<file path="src/rtl/rsa_keygen_ctrl.sv">
// Sequencer for RSA private-key generation: drives the external public-exponent (E)
// and modular-inverse (D) units, retrying E whenever the candidate has no inverse mod L.
module rsa_keygen_ctrl #(
    parameter int W         = 64,
    parameter int MAX_RETRY = 4,
    parameter int TIMEOUT   = 4096
) (
    input  logic         clk,
    input  logic         rst,
    input  logic         req,
    input  logic         abort,
    input  logic [W-1:0] L_in,
    output logic         busy,
    output logic         done,
    output logic         err,
    output logic [1:0]   err_code,
    output logic [W-1:0] E_out,
    output logic [W-1:0] D_out,
    output logic [W-1:0] e_L,
    output logic         e_start_n,
    input  logic [W-1:0] e_E,
    input  logic         e_ready_n,
    output logic [W-1:0] d_E,
    output logic [W-1:0] d_L,
    output logic         d_start_n,
    input  logic [W-1:0] d_D,
    input  logic         d_ok,
    input  logic         d_ready_n
);

    typedef enum logic [2:0] {
        IDLE, E_START, E_WAIT, D_START, D_WAIT, FIN, FAIL
    } state_t;

    localparam int            TW          = $clog2(TIMEOUT);
    localparam logic [TW-1:0] TMO_LAST    = TW'(TIMEOUT - 2);
    localparam logic [3:0]    RETRY_LIMIT = 4'(MAX_RETRY);

    state_t        state, state_nx;
    logic [TW-1:0] tmo, tmo_nx;
    logic [3:0]    retry, retry_nx;
    logic [1:0]    code, code_nx;
    logic [W-1:0]  l_q, de_q, e_out_q, d_out_q;
    logic          ld_l, ld_e, ld_out;

    always_ff @(posedge clk or posedge rst) begin
        if (rst) state <= IDLE;
        else     state <= state_nx;
    end

    // tmo==0 marks the first wait cycle, which doubles as the stale-ready mask
    always_comb begin
        state_nx = state;
        tmo_nx   = tmo;
        retry_nx = retry;
        code_nx  = code;
        ld_l     = 1'b0;
        ld_e     = 1'b0;
        ld_out   = 1'b0;
        case (state)
            IDLE: begin
                if (req) begin
                    state_nx = E_START;
                    ld_l     = 1'b1;
                    retry_nx = '0;
                    code_nx  = 2'b00;
                end
            end
            E_START: begin
                tmo_nx   = '0;
                state_nx = E_WAIT;
            end
            E_WAIT: begin
                tmo_nx = tmo + TW'(1);
                if (tmo != '0 && !e_ready_n) begin
                    ld_e     = 1'b1;
                    state_nx = D_START;
                end else if (tmo == TMO_LAST) begin
                    code_nx  = 2'b01;
                    state_nx = FAIL;
                end
            end
            D_START: begin
                tmo_nx   = '0;
                state_nx = D_WAIT;
            end
            D_WAIT: begin
                tmo_nx = tmo + TW'(1);
                if (tmo != '0 && !d_ready_n) begin
                    if (d_ok) begin
                        ld_out   = 1'b1;
                        state_nx = FIN;
                    end else begin
                        retry_nx = retry + 4'd1;
                        if (retry_nx == RETRY_LIMIT) begin
                            code_nx  = 2'b11;
                            state_nx = FAIL;
                        end else begin
                            state_nx = E_START;
                        end
                    end
                end else if (tmo == TMO_LAST) begin
                    code_nx  = 2'b10;
                    state_nx = FAIL;
                end
            end
            FIN:     state_nx = IDLE;
            FAIL:    state_nx = IDLE;
            default: state_nx = IDLE;
        endcase
        if (abort && state != IDLE) begin
            state_nx = FAIL;
            code_nx  = 2'b11;
            ld_e     = 1'b0;
            ld_out   = 1'b0;
        end
    end

    always_ff @(posedge clk or posedge rst) begin
        if (rst) begin
            tmo     <= '0;
            retry   <= '0;
            code    <= 2'b00;
            l_q     <= '0;
            de_q    <= '0;
            e_out_q <= '0;
            d_out_q <= '0;
        end else begin
            tmo   <= tmo_nx;
            retry <= retry_nx;
            code  <= code_nx;
            if (ld_l) l_q <= L_in;
            if (ld_e) de_q <= e_E;
            if (ld_out) begin
                e_out_q <= de_q;
                d_out_q <= d_D;
            end
        end
    end

    // An abort during a start state suppresses that start pulse
    assign e_start_n = !(state == E_START && !abort);
    assign d_start_n = !(state == D_START && !abort);
    assign busy      = (state != IDLE);
    assign done      = (state == FIN);
    assign err       = (state == FAIL);
    assign err_code  = code;
    assign E_out     = e_out_q;
    assign D_out     = d_out_q;
    assign e_L       = l_q;
    assign d_L       = l_q;
    assign d_E       = de_q;

endmodule

</file>
<file path="config.mk">
export PLATFORM = sky130hd
export DESIGN_NAME = rsa_keygen_ctrl
export DESIGN_NICKNAME = d
export VERILOG_FILES = /design/src/rtl/rsa_keygen_ctrl.sv
export SDC_FILE = /design/constraint.sdc
export NUM_CORES = 1
export LEC_CHECK = 0
export CORE_AREA = 2 2 206 208
export CTS_BUF_LIST = sky130_fd_sc_hd__clkbuf_4 sky130_fd_sc_hd__clkbuf_8
export DETAILED_ROUTE_END_ITERATION = 8
export DIE_AREA = 0 0 208 210
export SLEW_MARGIN = 20
export SYNTH_ARGS = -nofsm -noshare
export SYNTH_HDL_FRONTEND = slang
export SYNTH_SLANG_ARGS = --single-unit
export TNS_END_PERCENT = 100
</file>
<file path="constraint.sdc">
create_clock -name clk -period 12 [get_ports clk]
set_input_delay 1.8 -clock clk [delete_from_list [all_inputs] [get_ports clk]]
set_output_delay 1.8 -clock clk [all_outputs]
set_load 0.02 [all_outputs]
</file>
==> results of run 1 <==
state kept, by name, indices dropped and copies added, names as in the netlist:
name,flops
D_out,64
d_L,64
state,3
E_out,64
d_E,64
retry,4
err_code,2
tmo,12
placed cells by master, fill, tap and decap left out, types with 5 or more instances in the layout:
master / netlist / routed
mux2_4: 120 / 120
nand4_1: 5 / 5
o21ai_0: 18 / 18
dfrtp_1: 277 / 277
nand2_1: 207 / 206
mux2i_1: 9 / 9
nor2_1: 10 / 9
a21oi_1: 7 / 7
inv_1: 8 / 7
clkdlybuf4s50_1: 0 / 525
clkbuf_8: 0 / 61
mux2_2: 12 / 12
clkbuf_4: 0 / 20
nor3_1: 5 / 5
nand3_1: 6 / 6
ha_1: 5 / 5
mux2_1: 61 / 61
synth_stat cells, drive strengths merged (4+ instances only):
| cell | number |
|---|---|
| ha | 5 |
| inv | 8 |
| clkbuf | 10 |
| nor3 | 5 |
| nand4 | 5 |
| nand3 | 6 |
| mux2 | 193 |
| a21oi | 8 |
| o21ai | 19 |
| mux2i | 9 |
| dfrtp | 277 |
| buf | 95 |
| nor2 | 11 |
| nand2b | 4 |
| nand2 | 209 |
logic make-up (layout without fill, tap and decap cells):
| kind of cell | Yosys count | count (layout) | share of synthesized area, % |
|---|---|---|---|
| AND/OR/NAND/NOR | 254 | 254 | 8.82 |
| flip-flops | 277 | 277 | 57.8 |
| AO/OA/AOI/OAI | 45 | 45 | 2.36 |
| XOR/XNOR | 2 | 2 | 0.146 |
| adder cells (fa/ha/maj) | 5 | 5 | 0.522 |
| multiplexers | 202 | 202 | 22.6 |
| buffers and inverters | 113 | 626 | 7.65 |
power by group through the flow:
stage | registers [µW] | clock network, µW | logic, µW
floorplan | 2160 | 0 | 943
CTS | 1710 | 958 | 2610
global route | 1770 | 999 | 2710
detailed placement | 1710 | 0 | 2600
global placement | 1700 | 0 | 2580
finish | 1700 | 918 | 2570
worst register-to-register path, stage by stage (launching register included):
cell,delay [ps]
dfrtp_1,430
inv_1,100
ha_1,150
nor4b_1,190
and3_1,370
nor4_2,130
nand2_8,550
buf_4,1070
mux2_4,450
per-layer routing:
layer / vias to the layer above / global-route usage, % / part of all wire [%]
met5: - / 0 / 0
met4: 0 / 4.08 / 1.9
met3: 58 / 5.21 / 8.0
met2: 355 / 25.1 / 48
met1: 4206 / 18.7 / 42
li1: 3916 / - / -
worst min-delay path by stage:
stage	endpoint	slack, ps	cells after the start
3_3_place_gp	err_code[0]	470	1
6_report	D_out[57]	500	1
5_1_grt	D_out[51]	520	1
3_5_place_dp	D_out[57]	490	1
4_1_cts	D_out[57]	500	1
2_1_floorplan	tmo[5]	470	1
layout make-up:
type	instances	share of cell area, %
well taps	539	3.72
inverters	8	0.207
repair buffers	530	29.2
multi-input cells	508	23.0
clock buffers	81	5.45
clock inverters	7	0.241
flip-flops and latches	277	38.2
through the flow:
step           power, µW  std cells
3_5_place_dp        4310       1862
3_3_place_gp        4280       1862
5_1_grt             5470       1950
2_1_floorplan       3100        898
4_1_cts             5270       1950
6_report            5190       1950
==> impl_metrics.ini, run 1 <==
[sta]
fin_hold_ws_ps = 504
relSlewSlack_pct = 25.8
fin_ws_ps = 6790
worst_pin_slew_ps = 1110
slew_violations = 0
fmax_mhz = 192
setup_violations = 0
fin_worst_skew_ps = 25.3
layout_min_cycle_time_ps = 5210
fin_tns_setup_ps = 0
finalCritPeriodShare_pct = 43.4
finalHoldViolCount = 0
rsz0062_at_grt = false

[setup_path]
r2r_setup_slack_ps = 8420
cp_slowest_cell = clkdlybuf4s50_1
reg2reg_depth = 8
max_stage_delay_ps = 630
arrival_ps = 3410
critical_path_class = input pin to output port
crit_path_end = e_start_n
crit_required_ps = 10200
cp_top_family = buffers and inverters
worstSetupEndpointType = output port
r2r-start = tmo[0]
cp-startpoint = abort
cp_num_cells = 3
path_buf_inv = 2
r2r-end = E_out[47]
cp_max_fo = 12
critPathMostFrequentCell = clkdlybuf4s50_1
worst_setup_path_start_kind = input pin
crit_chain = clkdlybuf4s50_1, or3_1, clkdlybuf4s50_1

[floorplanning]
io_pins = 526
core_mm2 = 0.0415
num_rows = 75
die_y_um = 210
die_x_um = 208
die_area_mm2 = 0.0437
start_util_pct = 28.9

[placement]
dpl_cell_area_mm2 = 0.0171
gp_congestion = 0.793
portBuffers = 525
hpwl_um = 23900
pre_cts_ws_ps = 6780

[global_route]
grt_pass1_wl_um = 52400
grt_overflow = 0
track_usage_pct = 15.1
antenna_found_initial = 0
grt_pass1_vias = 8849
grt_max_degree = 155

[clock_network]
cts_hold_buf = 0
tritoncts = done
cts_htree_levels = 2
clk_path_buf_depth = 3
cts_buffers = 51
clock_sinks = 277
worstSkewPairLatency_ps = 600
post_cts_buffers = 0
clk_pin_slew_ps = 60
ctsResizeCount = 0
cts_root_buf = clkbuf_8

[route]
drtAntennaViolNets = 0
vias = 8535
drc_errors = 0
dr.pass1.iters = 4
drt_iter0_drc = 376
routed_via_density = 4.38
wire_per_inst_um = 17.5
routed_wl_um = 34100

[synthesis]
ys_seq_area_share_pct = 57.8
ys_ff_latch = 277
synth_warnings = 0
synthCells = 898
syn_area_mm2 = 0.0120
synth_edf_count = 0
yosys.area.top_type = dfrtp_1
ys_types = 49
synthTopCellsByArea = dfrtp_1 58%, mux2_4 15%, nand2_1 6.5%
async_flop_share_pct = 100
synthFlopType = dfrtp_1
syn_nets = 1102
synth_top_area_share_pct = 57.8
syn_area_per_cell_um2 = 13.3

[pwr]
pwr-share-clk_pct = 17.7
p_leak_uw = 0.00840
cellPowerDensity_mw_per_mm2 = 286
p_switching_uw = 1950
comb_power_share_pct = 49.5
ir_drop_v = 0.000133
internal_power_uw = 3240
p_seq_share_pct = 32.8
sw_frac_of_total_pct = 37.6

[cells_and_area]
area_growth_pct = 51.5
fin_util_pct = 43.8
seq_area_mm2 = 0.00693
diodes = 0
layout-drive-gt1-share_pct = 16.7
nFillCells = 3856
final_nets = 1580
fin_area_mm2 = 0.0181
multi_input_area_mm2 = 0.00417

[outcome]
status = finished clean

[job]
maxCapViolCount = 0

[worst_hold_path]
hp-start = D_out[57]
hp-class = flop to flop
Power figures use the tool's default switching activity.
==> inputs of run 2 (changes only) <==
CORE_AREA = 2 2 207 209   (was 2 2 206 208)
DIE_AREA = 0 0 209 211   (was 0 0 208 210)
clock period = 4.55 ns   (was 12 ns; I/O delays follow)
==> run 2 against run 1 <==
Compared with the run above:
- die area rose by 0.96%
- largest power group unchanged
- worst setup slack got worse by 5400 ps
- non-clock buffer count up 6
- cell count about the same
- clock skew up 3.1 ps
- flip-flop and latch count is the same
- register-to-register slack got worse by 6700 ps
- clock power rose to 2.7 times the previous value
- via count rose by 0.60%
==> impl_metrics.ini, run 2 (synthesis results as in run 1) <==
[setup_path]
r2r_setup_slack_ps = 1700
path_buf_inv = 1
r2r-start = tmo[0]
cp_slowest_cell = dfrtp_1
r2r-end = D_out[59]
arrival_ps = 2440
cp_max_fo = 15
cp_top_family = simple AND/OR/NAND/NOR gates
cp_num_cells = 3
crit_chain = nand2b_1, or3_1, clkdlybuf4s50_1
worst_setup_path_start_kind = flop
reg2reg_depth = 8
worstSetupEndpointType = output port
critical_path_class = flop to output port
crit_required_ps = 3870
max_stage_delay_ps = 550

[cells_and_area]
final_nets = 1585
diodes = 0
layout_commonest_cell = clkdlybuf4s50_1
nFillCells = 3866
area_growth_pct = 52.4
layout_common_cells = 525 x clkdlybuf4s50_1, 277 x dfrtp_1, 206 x nand2_1
fin_area_mm2 = 0.0183
layout-drive-gt1-share_pct = 16.7

[global_route]
antenna_found_initial = 0
grt_pass1_wl_um = 54300
grt_pass1_vias = 9090
grt_max_degree = 105
grt_overflow = 0
track_usage_pct = 15.9

[pwr]
p_seq_share_pct = 32.7
cellPowerDensity_mw_per_mm2 = 758
pwr-share-clk_pct = 18.0
sw_frac_of_total_pct = 37.5
comb_power_share_pct = 49.3
p_total_uw = 13800
p_leak_uw = 0.00845
p_switching_uw = 5200
internal_power_uw = 8650
ir_drop_v = 0.000362

[clock_network]
worstSkewPairLatency_ps = 590
cts_htree_levels = 2
clk_pin_slew_ps = 60
post_cts_buffers = 0
cts_root_buf = clkbuf_8
ctsResizeCount = 0
cts_buffers = 50
clk_path_buf_depth = 3
clock_sinks = 277
tritoncts = done
cts_hold_buf = 0

[worst_hold_path]
hold_end = err_code[0]
hp-class = flop to flop
hp-start = err_code[0]
hold_depth = 1

[route]
routed_wl_um = 35800
dr.pass1.iters = 4
vias = 8586
drtAntennaViolNets = 0
wire_per_inst_um = 18.3
drc_errors = 0
routed_via_density = 4.40
drt_iter0_drc = 461

[outcome]
status = finished clean

[placement]
portBuffers = 525
dpl_cell_area_mm2 = 0.0172
hpwl_um = 25900
gp_congestion = 0.782

[sta]
fmax_mhz = 321
fin_worst_skew_ps = 28.4
setup_violations = 0
finalCritPeriodShare_pct = 68.5
finalHoldViolCount = 0
layout_min_cycle_time_ps = 3120
fin_tns_setup_ps = 0
slew_violations = 0
relSlewSlack_pct = 37.1
rsz0062_at_grt = false
worst_pin_slew_ps = 943

[job]
maxCapViolCount = 0

[floorplanning]
start_util_pct = 28.7
die_y_um = 211
die_area_mm2 = 0.0441
num_rows = 75
die_x_um = 209
io_pins = 526
core_mm2 = 0.0418
[run 2: worst register-to-register path: stages (launching register included)]
cell,delay (ps)
dfrtp_1,430
inv_1,100
ha_1,160
nor4b_1,210
and3_1,390
nor4_2,140
nand2_8,110
buf_4,660
mux2_2,510
[run 2: area by class of cell]
cell class | count | area [µm²] | share of cell area [%]
Clock buffer | 78 | 973 | 5.33
Clock inverter | 5 | 85.1 | 0.466
Inverter | 8 | 33.8 | 0.185
Multi-Input combinational cell | 508 | 4170 | 22.8
Sequential cell | 277 | 6930 | 38.0
Tap cell | 539 | 674 | 3.69
Timing Repair Buffer | 536 | 5400 | 29.6
[run 2: metal layers]
layer  vias up  GRT usage, %  part of all wire (%)
met1      4217          18.8                    40
met5         -             0                     0
li1       3918             -                     -
met2       400          27.0                    49
met3        51          5.40                   8.8
met4         0          5.22                   2.1
[run 2: worst max path at each step]
stage,slack (ps),end,start
after floorplan,200,D_out[0],rst
after global placement,1420,D_out[20],abort
after detailed placement,1400,E_out[8],abort
after CTS,1350,e_start_n,state[2]
after global routing,1220,busy,state[1]
final,1430,e_start_n,state[2]
[run 2: metrics by stage]
step | setup WS (ps) | hold slack (ps) | utilization, % | cells
CTS | 1350 | 478 | 43.7 | 1950
global route | 1220 | 501 | 43.7 | 1951
detailed placement | 1400 | 486 | 41.2 | 1867
floorplan | 202 | 474 | - | 898
global placement | 1420 | 475 | 41.2 | 1867
finish | 1430 | 499 | 43.7 | 1951
[run 2: power groups by stage]
stage | logic, µW | registers (µW) | clock network (µW)
3_5_place_dp | 6880 | 4560 | 0
4_1_cts | 6890 | 4550 | 2610
2_1_floorplan | 2490 | 5700 | 0
5_1_grt | 7190 | 4700 | 2700
6_report | 6820 | 4530 | 2500
3_3_place_gp | 6820 | 4530 | 0
